## config.mk

```make
export PLATFORM = sky130hd
export DESIGN_NAME = cfu_issue_unit
export DESIGN_NICKNAME = d
export VERILOG_FILES = /design/src/rtl/cfu_issue_pkg.sv /design/src/rtl/cfu_issue_unit_tag_fifo.sv /design/src/rtl/cfu_issue_unit.sv
export SDC_FILE = /design/constraint.sdc
export NUM_CORES = 1
export LEC_CHECK = 0
export CORE_ASPECT_RATIO = 1.5
export CORE_MARGIN = 10
export CORE_UTILIZATION = 45
export DETAILED_ROUTE_END_ITERATION = 8
export PLACE_DENSITY = 0.82
export RECOVER_POWER = 100
export SLEW_MARGIN = 20
export SYNTH_ARGS = -nofsm -noshare
export SYNTH_HDL_FRONTEND = slang
export SYNTH_SLANG_ARGS = --single-unit
```

## constraint.sdc

```tcl
create_clock -name clk -period 4.9 [get_ports clk]
set_clock_uncertainty 0.1 [all_clocks]
set_input_delay 0.98 -clock clk [delete_from_list [all_inputs] [get_ports clk]]
set_output_delay 0.98 -clock clk [all_outputs]
set_load 0.05 [all_outputs]
```

## src/rtl/cfu_issue_pkg.sv

```systemverilog
// Shared widths, id-width helper and CFU channel structs for the CFU issue unit.
package cfu_issue_pkg;

  localparam int DEPTH_DEF   = 4;
  localparam int TAG_W_DEF   = 6;
  localparam int FUNCT_W_DEF = 10;
  localparam int TIMEOUT_DEF = 256;

  function automatic int cfu_id_width(input int depth);
    return (depth > 2) ? $clog2(depth) : 1;
  endfunction

  localparam int ID_W_DEF = cfu_id_width(DEPTH_DEF);

  typedef struct packed {
    logic [31:0]            data0;
    logic [31:0]            data1;
    logic [FUNCT_W_DEF-1:0] function_id;
    logic [ID_W_DEF-1:0]    id;
  } cfu_req_t;

  typedef struct packed {
    logic [31:0]         data;
    logic [ID_W_DEF-1:0] id;
  } cfu_resp_t;

endpackage

```

## src/rtl/cfu_issue_unit_tag_fifo.sv

```systemverilog
// In-order tag FIFO; the read/write pointers double as CFU request ids.
module cfu_tag_fifo
  import cfu_issue_pkg::*;
#(
  parameter  int DEPTH = DEPTH_DEF,
  parameter  int TAG_W = TAG_W_DEF,
  localparam int ID_W  = cfu_id_width(DEPTH)
) (
  input  logic             clk,
  input  logic             rst,
  input  logic             push,
  input  logic [TAG_W-1:0] push_tag,
  input  logic             pop,
  output logic [TAG_W-1:0] head_tag,
  output logic [ID_W-1:0]  wr_ptr,
  output logic [ID_W-1:0]  rd_ptr,
  output logic [ID_W:0]    count,
  output logic             full,
  output logic             empty
);

  logic [TAG_W-1:0] mem [DEPTH];
  logic             do_push;
  logic             do_pop;

  assign full     = (count == (ID_W+1)'(DEPTH));
  assign empty    = (count == '0);
  assign do_push  = push & ~full;
  assign do_pop   = pop & ~empty;
  assign head_tag = mem[rd_ptr];

  always_ff @(posedge clk) begin
    if (do_push) mem[wr_ptr] <= push_tag;
  end

  // DEPTH is a power of two, so plain increment wraps the pointers.
  always_ff @(posedge clk) begin
    if (rst) begin
      wr_ptr <= '0;
      rd_ptr <= '0;
      count  <= '0;
    end else begin
      if (do_push) wr_ptr <= wr_ptr + 1'b1;
      if (do_pop)  rd_ptr <= rd_ptr + 1'b1;
      case ({do_push, do_pop})
        2'b10:   count <= count + 1'b1;
        2'b01:   count <= count - 1'b1;
        default: count <= count;
      endcase
    end
  end

endmodule

```

## src/rtl/cfu_issue_unit.sv

```systemverilog
// Core-side CFU initiator: registered request channel, in-order tag tracking, writeback.
// Optional watchdog abandons a stuck head request when CFU_ISSUE_TIMEOUT_EN is defined.
module cfu_issue_unit
  import cfu_issue_pkg::*;
#(
  parameter  int DEPTH          = DEPTH_DEF,
  parameter  int TAG_W          = TAG_W_DEF,
  parameter  int FUNCT_W        = FUNCT_W_DEF,
  parameter  int TIMEOUT_CYCLES = TIMEOUT_DEF,
  localparam int ID_W           = cfu_id_width(DEPTH)
) (
  input  logic               clk,
  input  logic               rst,
  input  logic               issue_valid,
  output logic               issue_ready,
  input  logic [31:0]        issue_rs1,
  input  logic [31:0]        issue_rs2,
  input  logic [FUNCT_W-1:0] issue_funct,
  input  logic [TAG_W-1:0]   issue_tag,
  output logic               cfu_req_valid,
  input  logic               cfu_req_ready,
  output logic [31:0]        cfu_req_data0,
  output logic [31:0]        cfu_req_data1,
  output logic [FUNCT_W-1:0] cfu_req_function_id,
  output logic [ID_W-1:0]    cfu_req_id,
  input  logic               cfu_resp_valid,
  output logic               cfu_resp_ready,
  input  logic [31:0]        cfu_resp_data,
  input  logic [ID_W-1:0]    cfu_resp_id,
  output logic               wb_valid,
  input  logic               wb_ready,
  output logic [31:0]        wb_data,
  output logic [TAG_W-1:0]   wb_tag,
  output logic               wb_err,
  output logic               err_unexpected
);

  logic             issue_fire;
  logic             resp_fire;
  logic             resp_pop;
  logic             wb_free;
  logic             timeout_fire;
  logic             fifo_pop;
  logic [TAG_W-1:0] head_tag;
  logic [ID_W-1:0]  wr_ptr;
  logic [ID_W-1:0]  rd_ptr;
  logic [ID_W:0]    fifo_count;
  logic             fifo_full;
  logic             fifo_empty;

  assign wb_free        = ~wb_valid | wb_ready;
  assign issue_ready    = (~cfu_req_valid | cfu_req_ready) & (fifo_count < (ID_W+1)'(DEPTH));
  assign issue_fire     = issue_valid & issue_ready;
  // Responses are always drained, even with nothing in flight, so a stray one cannot deadlock the CFU.
  assign cfu_resp_ready = wb_free;
  assign resp_fire      = cfu_resp_valid & cfu_resp_ready;
  assign resp_pop       = resp_fire & ~fifo_empty;
  assign fifo_pop       = resp_pop | timeout_fire;

  cfu_tag_fifo #(
    .DEPTH (DEPTH),
    .TAG_W (TAG_W)
  ) u_tag_fifo (
    .clk      (clk),
    .rst      (rst),
    .push     (issue_fire & ~fifo_full),
    .push_tag (issue_tag),
    .pop      (fifo_pop),
    .head_tag (head_tag),
    .wr_ptr   (wr_ptr),
    .rd_ptr   (rd_ptr),
    .count    (fifo_count),
    .full     (fifo_full),
    .empty    (fifo_empty)
  );

`ifdef CFU_ISSUE_TIMEOUT_EN
  localparam int WD_W = $clog2(TIMEOUT_CYCLES + 1);
  localparam logic [WD_W-1:0] WD_LIMIT = WD_W'(TIMEOUT_CYCLES);

  logic [WD_W-1:0] wd_cnt;

  assign timeout_fire = (wd_cnt == WD_LIMIT) & ~fifo_empty & ~resp_fire & wb_free;

  // Saturates at the limit while the writeback register is still occupied.
  always_ff @(posedge clk) begin
    if (rst) begin
      wd_cnt <= '0;
    end else if (resp_fire | fifo_empty | timeout_fire) begin
      wd_cnt <= '0;
    end else if (wd_cnt != WD_LIMIT) begin
      wd_cnt <= wd_cnt + 1'b1;
    end
  end
`else
  assign timeout_fire = 1'b0;
`endif

  always_ff @(posedge clk) begin
    if (rst) begin
      cfu_req_valid       <= 1'b0;
      cfu_req_data0       <= '0;
      cfu_req_data1       <= '0;
      cfu_req_function_id <= '0;
      cfu_req_id          <= '0;
    end else if (issue_fire) begin
      cfu_req_valid       <= 1'b1;
      cfu_req_data0       <= issue_rs1;
      cfu_req_data1       <= issue_rs2;
      cfu_req_function_id <= issue_funct;
      cfu_req_id          <= wr_ptr;
    end else if (cfu_req_ready) begin
      cfu_req_valid <= 1'b0;
    end
  end

  always_ff @(posedge clk) begin
    if (rst) begin
      wb_valid       <= 1'b0;
      wb_data        <= '0;
      wb_tag         <= '0;
      wb_err         <= 1'b0;
      err_unexpected <= 1'b0;
    end else begin
      if (resp_pop) begin
        wb_valid <= 1'b1;
        wb_data  <= cfu_resp_data;
        wb_tag   <= head_tag;
        wb_err   <= (cfu_resp_id != rd_ptr);
      end else if (timeout_fire) begin
        wb_valid <= 1'b1;
        wb_data  <= '0;
        wb_tag   <= head_tag;
        wb_err   <= 1'b1;
      end else if (wb_ready) begin
        wb_valid <= 1'b0;
      end
      if (resp_fire & fifo_empty) err_unexpected <= 1'b1;
    end
  end

endmodule

```

==> results of run 1 <==
[path summary, 6_finish.rpt]
kind,cells past startpoint,endpoint,startpoint
setup / recovery,5,u_tag_fifo.rd_ptr[1]$_SDFFE_PP0P_,u_tag_fifo.count[2]$_SDFFE_PP0P_
hold / removal,2,cfu_req_data0[12]$_SDFFE_PP0N_,cfu_req_data0[12]$_SDFFE_PP0N_
setup reg to reg,5,u_tag_fifo.rd_ptr[1]$_SDFFE_PP0P_,u_tag_fifo.count[2]$_SDFFE_PP0P_
hold reg to reg,2,cfu_req_data0[12]$_SDFFE_PP0N_,cfu_req_data0[12]$_SDFFE_PP0N_
[area by class of cell]
cell class | instances | area (um^2) | share of cell area [%]
Antenna cell | 1 | 2.50 | 0.0272
Clock buffer | 17 | 425 | 4.62
Clock inverter | 15 | 203 | 2.20
Inverter | 10 | 40.0 | 0.435
Multi-Input combinational cell | 397 | 2650 | 28.8
Sequential cell | 149 | 3220 | 35.0
Tap cell | 162 | 203 | 2.20
Timing Repair Buffer | 250 | 2460 | 26.7
[cell usage after synthesis]
| master | instances |
|---|---|
| and2_1 | 4 |
| a31oi_1 | 2 |
| inv_2 | 5 |
| inv_1 | 5 |
| nor2b_1 | 3 |
| mux2_1 | 1 |
| o31ai_1 | 117 |
| nor2_1 | 7 |
| buf_4 | 2 |
| buf_2 | 28 |
| dfxtp_1 | 125 |
| ha_1 | 5 |
| buf_1 | 9 |
| xnor2_1 | 2 |
| buf_6 | 2 |
| a21oi_1 | 121 |
| xor2_1 | 2 |
| a311oi_1 | 1 |
| nand2b_1 | 1 |
| nor3_2 | 2 |
| fa_1 | 1 |
| nand4_1 | 117 |
| edfxtp_1 | 24 |
| o21ai_0 | 1 |
| clkbuf_2 | 1 |
| clkbuf_1 | 53 |
| or3_1 | 2 |
| or4_1 | 1 |
| nor3_1 | 1 |
| mux4_2 | 6 |
[per-layer routing]
| metal | part of all wire (%) | vias to the layer above | GRT usage, % |
|---|---|---|---|
| met2 | 50 | 331 | 36.2 |
| met5 | 0 | - | 0 |
| met1 | 36 | 3060 | 24.7 |
| met3 | 8.2 | 74 | 6.83 |
| li1 | - | 2896 | - |
| met4 | 5.8 | 0 | 14.4 |
[through the flow]
stage	hold WS [ns]	cell area [um^2]
final	0.365	9200
after global routing	0.381	9200
after CTS	0.368	9210
after detailed placement	0.360	8590
after global placement	0.354	8580
after floorplan	0.391	6300
[power by group through the flow]
stage / Combinational (mW) / Clock (mW) / Sequential, mW
2_1_floorplan: 0.758 / 0 / 2.03
3_3_place_gp: 1.73 / 0 / 1.56
3_5_place_dp: 1.78 / 0 / 1.57
4_1_cts: 1.79 / 1.40 / 1.55
5_1_grt: 1.84 / 1.45 / 1.56
6_report: 1.73 / 1.38 / 1.54
[sequential cells by signal (all words and copies together) (netlist names)]
| signal | count |
|---|---|
| wb_data | 32 |
| u_tag_fifo.mem | 24 |
| cfu_req_data0 | 32 |
| cfu_req_data1 | 32 |
| cfu_req_valid | 1 |
| u_tag_fifo.rd_ptr | 2 |
| cfu_req_id | 2 |
| wb_valid | 1 |
| u_tag_fifo.wr_ptr | 2 |
| cfu_req_function_id | 10 |
| wb_err | 1 |
| u_tag_fifo.count | 3 |
| err_unexpected | 1 |
| wb_tag | 6 |
[kinds of logic after synthesis]
kind of cell	synth area share [%]
AND/OR/NAND/NOR	13.5
buffers and inverters	7.19
adder cells (fa/ha/maj)	1.31
XOR/XNOR	0.556
AO/OA/AOI/OAI	24.0
multiplexers	2.32
flip-flops	51.1
[worst register-to-register path: stages, from the launching register on]
cell and delay, ns:
dfxtp_1 0.34, clkbuf_2 1.25, or3_1 0.74, clkbuf_1 0.88, nand4_1 0.23, mux2_1 0.39
==> summary.md, run 1 <==
| Metric | Value |
|---|---|
| Share of the synthesized area in the top cell type | between 30% and 40% |
| Max cap viols | 2 |
| Remaining routing DRC violations | 0 |
| Postcts setup bufs | 0 |
| Final Max Tran Viols | ~130 |
| Number of fill cells | around 1000 |
| Detailed Route WL | about 22000 um |
| Starting Density | 46.4% |
| Routed WL per cell | around 22 um |
| Root Driver | clkbuf_16 |
| Hold buffers post-CTS | 0 |
| Leakage | 3.59 nW |
| Total CTS buffers | 17 |
| Setup crit end kind | flip-flop |
| Setup slack after layout | 0.860 ns |
| Leading area contributor after synthesis | dfxtp_1 |
| Run status | complete, but fails checks |
| Routed Antenna Nets | 0 |
| Final setup viols | 0 |
| RSZ-0062 raised after global routing | false |
| Clk buf depth | 2 |
| Resized cells post-CTS | 0 |
| Dpl hpwl | 14800 um |
| TritonCTS Sinks | approximately 150 |
| Commonest non-fill, non-tap cell in the layout | dlygate4sd3_1 |
| Post-layout util | around two thirds |
| FMAX | between 200 and 250 MHz |
| Power Density | between 500 and 600 mW/mm^2 |
| Final hold viol count | 0 |
| Failing checks | max-capacitance violations, max-slew violations |
| Required @ worst endpoint | approximately 5.1 ns |
| Reg-to-reg setup timing slack | approximately 0.86 ns |
| Core ar. | approximately 0.014 mm^2 |
| Worst-path fanout max | between 80 and 90 |
| Port bufs | approximately 240 |
| DR pass1 iterations | 5 |
| Synthesized area per cell | 9.68 um^2 |
| All-Layer GR Usage | between 20% and 30% |
| Number of distinct library cells after synthesis | 30 |
| Worst-Margin Slew | roughly 1.8 ns |
| Syn Nets | 777 |
| Die X | roughly 120 um |
| Layout area overhead | 46.0% |
| Hold Path Class | flip-flop to flip-flop |
| Post-Syn Area | between 0.006 and 0.007 mm^2 |
| TNS Setup | 0 ns |
| Period Utilization, post-route | 82.4% |
| Crit path kind | flip-flop to flip-flop |
| Fin nets | 951 |
| Initial antenna violation count | 1 |
| Clock power frac | roughly 30% |
| Starting DRC count in detailed routing | slightly above 400 |
| Most frequent cells in the layout | 128 x dlygate4sd3_1, 125 x dfxtp_1, 121 x a21oi_1 |
| Startpoint types | flip-flop |
| Pint | about 2.8 mW |
| CP max-delay cell | clkbuf_2 |
| Vias in the first global route | around 6300 |
| Synth top area cells | dfxtp_1 40%, o31ai_1 14%, nand4_1 12%, edfxtp_1 11%, a21oi_1 9.6% |
| GP Congestion | between 0.7 and 0.8 |
| TritonCTS clock tree | yes |
| Synthesized instance count | approximately 650 |
| Max-Slew Margin vs Limit | -19.8% |
| Non-Filler Instances | between 1000 and 1500 |
| CP bufs+invs | 2 |
| Largest net degree at the start of global routing | between 80 and 90 |
| Pre-CTS setup slack | 0.925 ns |
| CP Cell Sequence | clkbuf_2 > or3_1 > clkbuf_1 > nand4_1 > mux2_1 |
| Site row count | 52 |
| Synth Register Bits | 149 |
| Htree depth | 4 |
| Global-route wire length before repair | approximately 34000 um |
| DR vias/cell | roughly 6.4 |
| Reg power frac | between 30 and 40% |
| Arrival time of the worst setup path | 4.24 ns |
| Final Critical Period | approximately 4.0 ns |
| Vias | around 6400 |
| Worst skew pair latency | 0.41 ns |
| Post-placement cell count | 968 |
| Die H | ~160 um |
| Synth Warn # | 0 |
| Post-synthesis sequential area ratio | between 50% and 60% |
| Max stage delay on crit path | about 1.3 ns |
| I/O pin cnt | 240 |
| Switching Power | between 1.5 and 2 mW |
| GR Overflow Total | 0 |
| Worst VDD drop | around 320 uV |
| Worst-path clk slew | approximately 0.060 ns |
| Share of post-route cells with drive strength above 1 | under 10% |
| Combinational Power Share | between 30 and 40% |
| Die area | approximately 0.019 mm^2 |
| Delay-heaviest family, CP | buffers and inverters |
| Switch share | 39.9% |
| Overall power | 4.65 mW |
(Power assumes the default switching activity.)
==> run 2: changes to the inputs <==
--- a/config.mk
+++ b/config.mk
@@ -7,9 +7,9 @@
 export LEC_CHECK = 0
 export CORE_ASPECT_RATIO = 1.5
 export CORE_MARGIN = 10
-export CORE_UTILIZATION = 45
+export CORE_UTILIZATION = 40
 export DETAILED_ROUTE_END_ITERATION = 8
-export PLACE_DENSITY = 0.82
+export PLACE_DENSITY = 0.77
 export RECOVER_POWER = 100
 export SLEW_MARGIN = 20
 export SYNTH_ARGS = -nofsm -noshare
==> constraint.sdc (replaced) <==
create_clock -name clk -period 3.3 [get_ports clk]
set_clock_uncertainty 0.1 [all_clocks]
set_input_delay 0.66 -clock clk [delete_from_list [all_inputs] [get_ports clk]]
set_output_delay 0.66 -clock clk [all_outputs]
set_load 0.05 [all_outputs]
==> summary.md, run 2 (synthesis gave the netlist of run 1 again) <==
| Metric | Value |
|---|---|
| Run status | complete, but fails checks (unchanged) |
| Failing checks | max-capacitance violations, max-slew violations (unchanged) |
| Max stage delay on crit path | 0.57 ns (was 1.25 ns) |
| Max-Slew Margin vs Limit | -21.9% (was -19.8%) |
| Core ar. | 0.0156 mm^2 (was 0.0136 mm^2) |
| Fin nets | 955 (was 951) |
| Reg2reg path depth | 5 (unchanged) |
| Period Utilization, post-route | approximately nine tenths |
| Postcts setup bufs | 0 (unchanged) |
| CP max-delay cell | dlygate4sd3_1 (was clkbuf_2) |
| DR vias/cell | 5.82 (was 6.35) |
| Dpl hpwl | 13600 um (was 14800 um) |
| All-Layer GR Usage | 19.4% (was 22.3%) |
| GP Congestion | 0.794 (was 0.760) |
| Initial antenna violation count | 3 (was 1) |
| Hold buffers post-CTS | 0 (unchanged) |
| Share of post-route cells with drive strength above 1 | 6.53% (was 6.44%) |
| DR pass1 iterations | 5 (unchanged) |
| Final hold viol count | 0 (unchanged) |
| Worst VDD drop | 392 uV (was 322 uV) |
| Clk buf depth | 2 (unchanged) |
| Setup slack after layout | 0.378 ns (was 0.860 ns) |
| GR Overflow Total | 0 (unchanged) |
| Site row count | 56 (was 52) |
| Setup crit end kind | primary output (was flip-flop) |
| Overall power | 6.96 mW (was 4.65 mW) |
| Vias in the first global route | 5896 (was 6324) |
| Most frequent cells in the layout | 126 x dlygate4sd3_1, 125 x dfxtp_1, 121 x a21oi_1 (was 128 x dlygate4sd3_1, 125 x dfxtp_1, 121 x a21oi_1) |
| TritonCTS Sinks | 149 (unchanged) |
| Number of fill cells | 1353 (was 1039) |
| Routed WL per cell | 20.6 um (was 22.4 um) |
| Port bufs | 239 (unchanged) |
| Die X | 123 um (was 117 um) |
| CP Cell Sequence | dlygate4sd3_1 > nor2b_4 > buf_4 > inv_1 > clkbuf_2 (was clkbuf_2 > or3_1 > clkbuf_1 > nand4_1 > mux2_1) |
| Required @ worst endpoint | 2.54 ns (was 5.10 ns) |
| Remaining routing DRC violations | 0 (unchanged) |
| Die H | 174 um (was 165 um) |
| I/O pin cnt | 240 (unchanged) |
| Final Max Tran Viols | 75 (was 127) |
| Startpoint types | primary input (was flip-flop) |
| Pre-CTS setup slack | 0.259 ns (was 0.925 ns) |
| Die area | 0.0213 mm^2 (was 0.0192 mm^2) |
| Power Density | 749 mW/mm^2 (was 506 mW/mm^2) |
| Root Driver | clkbuf_16 (unchanged) |
| Crit path kind | primary input to primary output (was flip-flop to flip-flop) |
| Area after DPL | 0.00868 mm^2 (was 0.00859 mm^2) |
| Htree depth | 4 (unchanged) |
| Hold Crit Depth | 2 (unchanged) |
| Detailed Route WL | 21500 um (was 22400 um) |
| Worst skew pair latency | 0.41 ns (about the same) |
| Arrival time of the worst setup path | 2.16 ns (was 4.24 ns) |
| Starting DRC count in detailed routing | 622 (was 406) |
| TNS Setup | 0 ns (unchanged) |
| Hold Path Class | flip-flop to flip-flop (unchanged) |
| Regs by FF count | cfu_req_data0 (32), cfu_req_data1 (32), wb_data (32) (unchanged) |
| Global-route wire length before repair | 33300 um (was 34000 um) |
| RSZ-0062 raised after global routing | false (unchanged) |
| Starting Density | 40.5% (was 46.4%) |
| FMAX | approximately 340 MHz |
| Final setup viols | 0 (unchanged) |
| Max cap viols | 2 (unchanged) |
| Worst-path clk slew | 0.06 ns (about the same) |
| Commonest non-fill, non-tap cell in the layout | dlygate4sd3_1 (unchanged) |
| Worst-Margin Slew | 1.83 ns (was 1.80 ns) |
| Layout area overhead | 47.3% (was 46.0%) |
| Final Cell Area | 0.00929 mm^2 (was 0.00920 mm^2) |
| Vias | 6093 (was 6361) |
| Total CTS buffers | 17 (unchanged) |
| Largest net degree at the start of global routing | 81 (was 85) |
| Final Critical Period | roughly 2.9 ns |
| Leakage | 3.62 nW (was 3.59 nW) |
| Worst-path fanout max | 42 (was 84) |
| Resized cells post-CTS | 0 (unchanged) |
| Routed Antenna Nets | 0 (unchanged) |
| TritonCTS clock tree | yes (unchanged) |
==> run 2: changes by cell type in the layout (fill, tap and decap cells not counted), sizes merged <==
cell | previous run | this run
clkinv | 7 | 4
diode | 1 | 2
clkbuf | 20 | 23
buf | 10 | 14
inv | 12 | 14
dlygate4sd3 | 128 | 126
==> run 2: critical path: cells and delay by family <==
kind,cells,cell delay (ns)
and+or+nand+nor,1,0.12
buffers and inverters,4,1.37
==> run 2: through the flow <==
step | util (%) | std cells | hold slack [ns]
floorplan | - | 651 | 0.391
global placement | 55.8 | 1013 | 0.353
detailed placement | 55.8 | 1013 | 0.358
CTS | 59.9 | 1045 | 0.367
global route | 59.7 | 1047 | 0.385
finish | 59.7 | 1047 | 0.363
==> run 2: path summary, 6_finish.rpt <==
| path | startpoint | endpoint | slack [ns] |
|---|---|---|---|
| worst max-delay path | wb_ready | cfu_resp_ready | 0.38 |
| worst min-delay path | cfu_req_data0[14]$_SDFFE_PP0N_ | cfu_req_data0[14]$_SDFFE_PP0N_ | 0.36 |
| worst max register to register | u_tag_fifo.count[2]$_SDFFE_PP0P_ | cfu_req_data0[11]$_SDFFE_PP0N_ | 0.53 |
| worst min register to register | cfu_req_data0[14]$_SDFFE_PP0N_ | cfu_req_data0[14]$_SDFFE_PP0N_ | 0.36 |
==> run 2: area by class of cell <==
type                       instances  area (um^2)  share of cell area, %
sequential                       149         3220                   34.7
timing repair buffer             254         2500                   26.9
clock inverter                    14          198                   2.13
tap                              203          254                   2.74
inverter                          10         37.5                  0.404
clock buffer                      18          429                   4.62
antenna                            2         5.00                 0.0539
multi-input combinational        397         2640                   28.4
==> run 2: power by group <==
part	switching [mW]	leakage (nW)	total, mW	internal (mW)
sequential	0.156	1.24	2.27	2.12
combinational	1.81	2.07	2.60	0.796
clock	0.808	0.299	2.09	1.28
total	2.77	3.62	6.96	4.19
==> run 2: metal layers <==
metal  vias up  track usage [%]  share of wire, %
li1       2894                -                 -
met2       229             30.6                50
met3        43             5.51               7.1
met5         -                0             0.079
met1      2925             23.7                39
met4         2             8.97               3.5
==> run 3: changes to the inputs <==
--- a/config.mk
+++ b/config.mk
@@ -9,6 +9,7 @@
 export CORE_MARGIN = 10
 export CORE_UTILIZATION = 40
 export DETAILED_ROUTE_END_ITERATION = 8
+export GPL_ROUTABILITY_DRIVEN = 1
 export PLACE_DENSITY = 0.77
 export RECOVER_POWER = 100
 export SLEW_MARGIN = 20
==> results of run 3 <==
No change in the layout: final DEF, timing and power equal those of run 2.
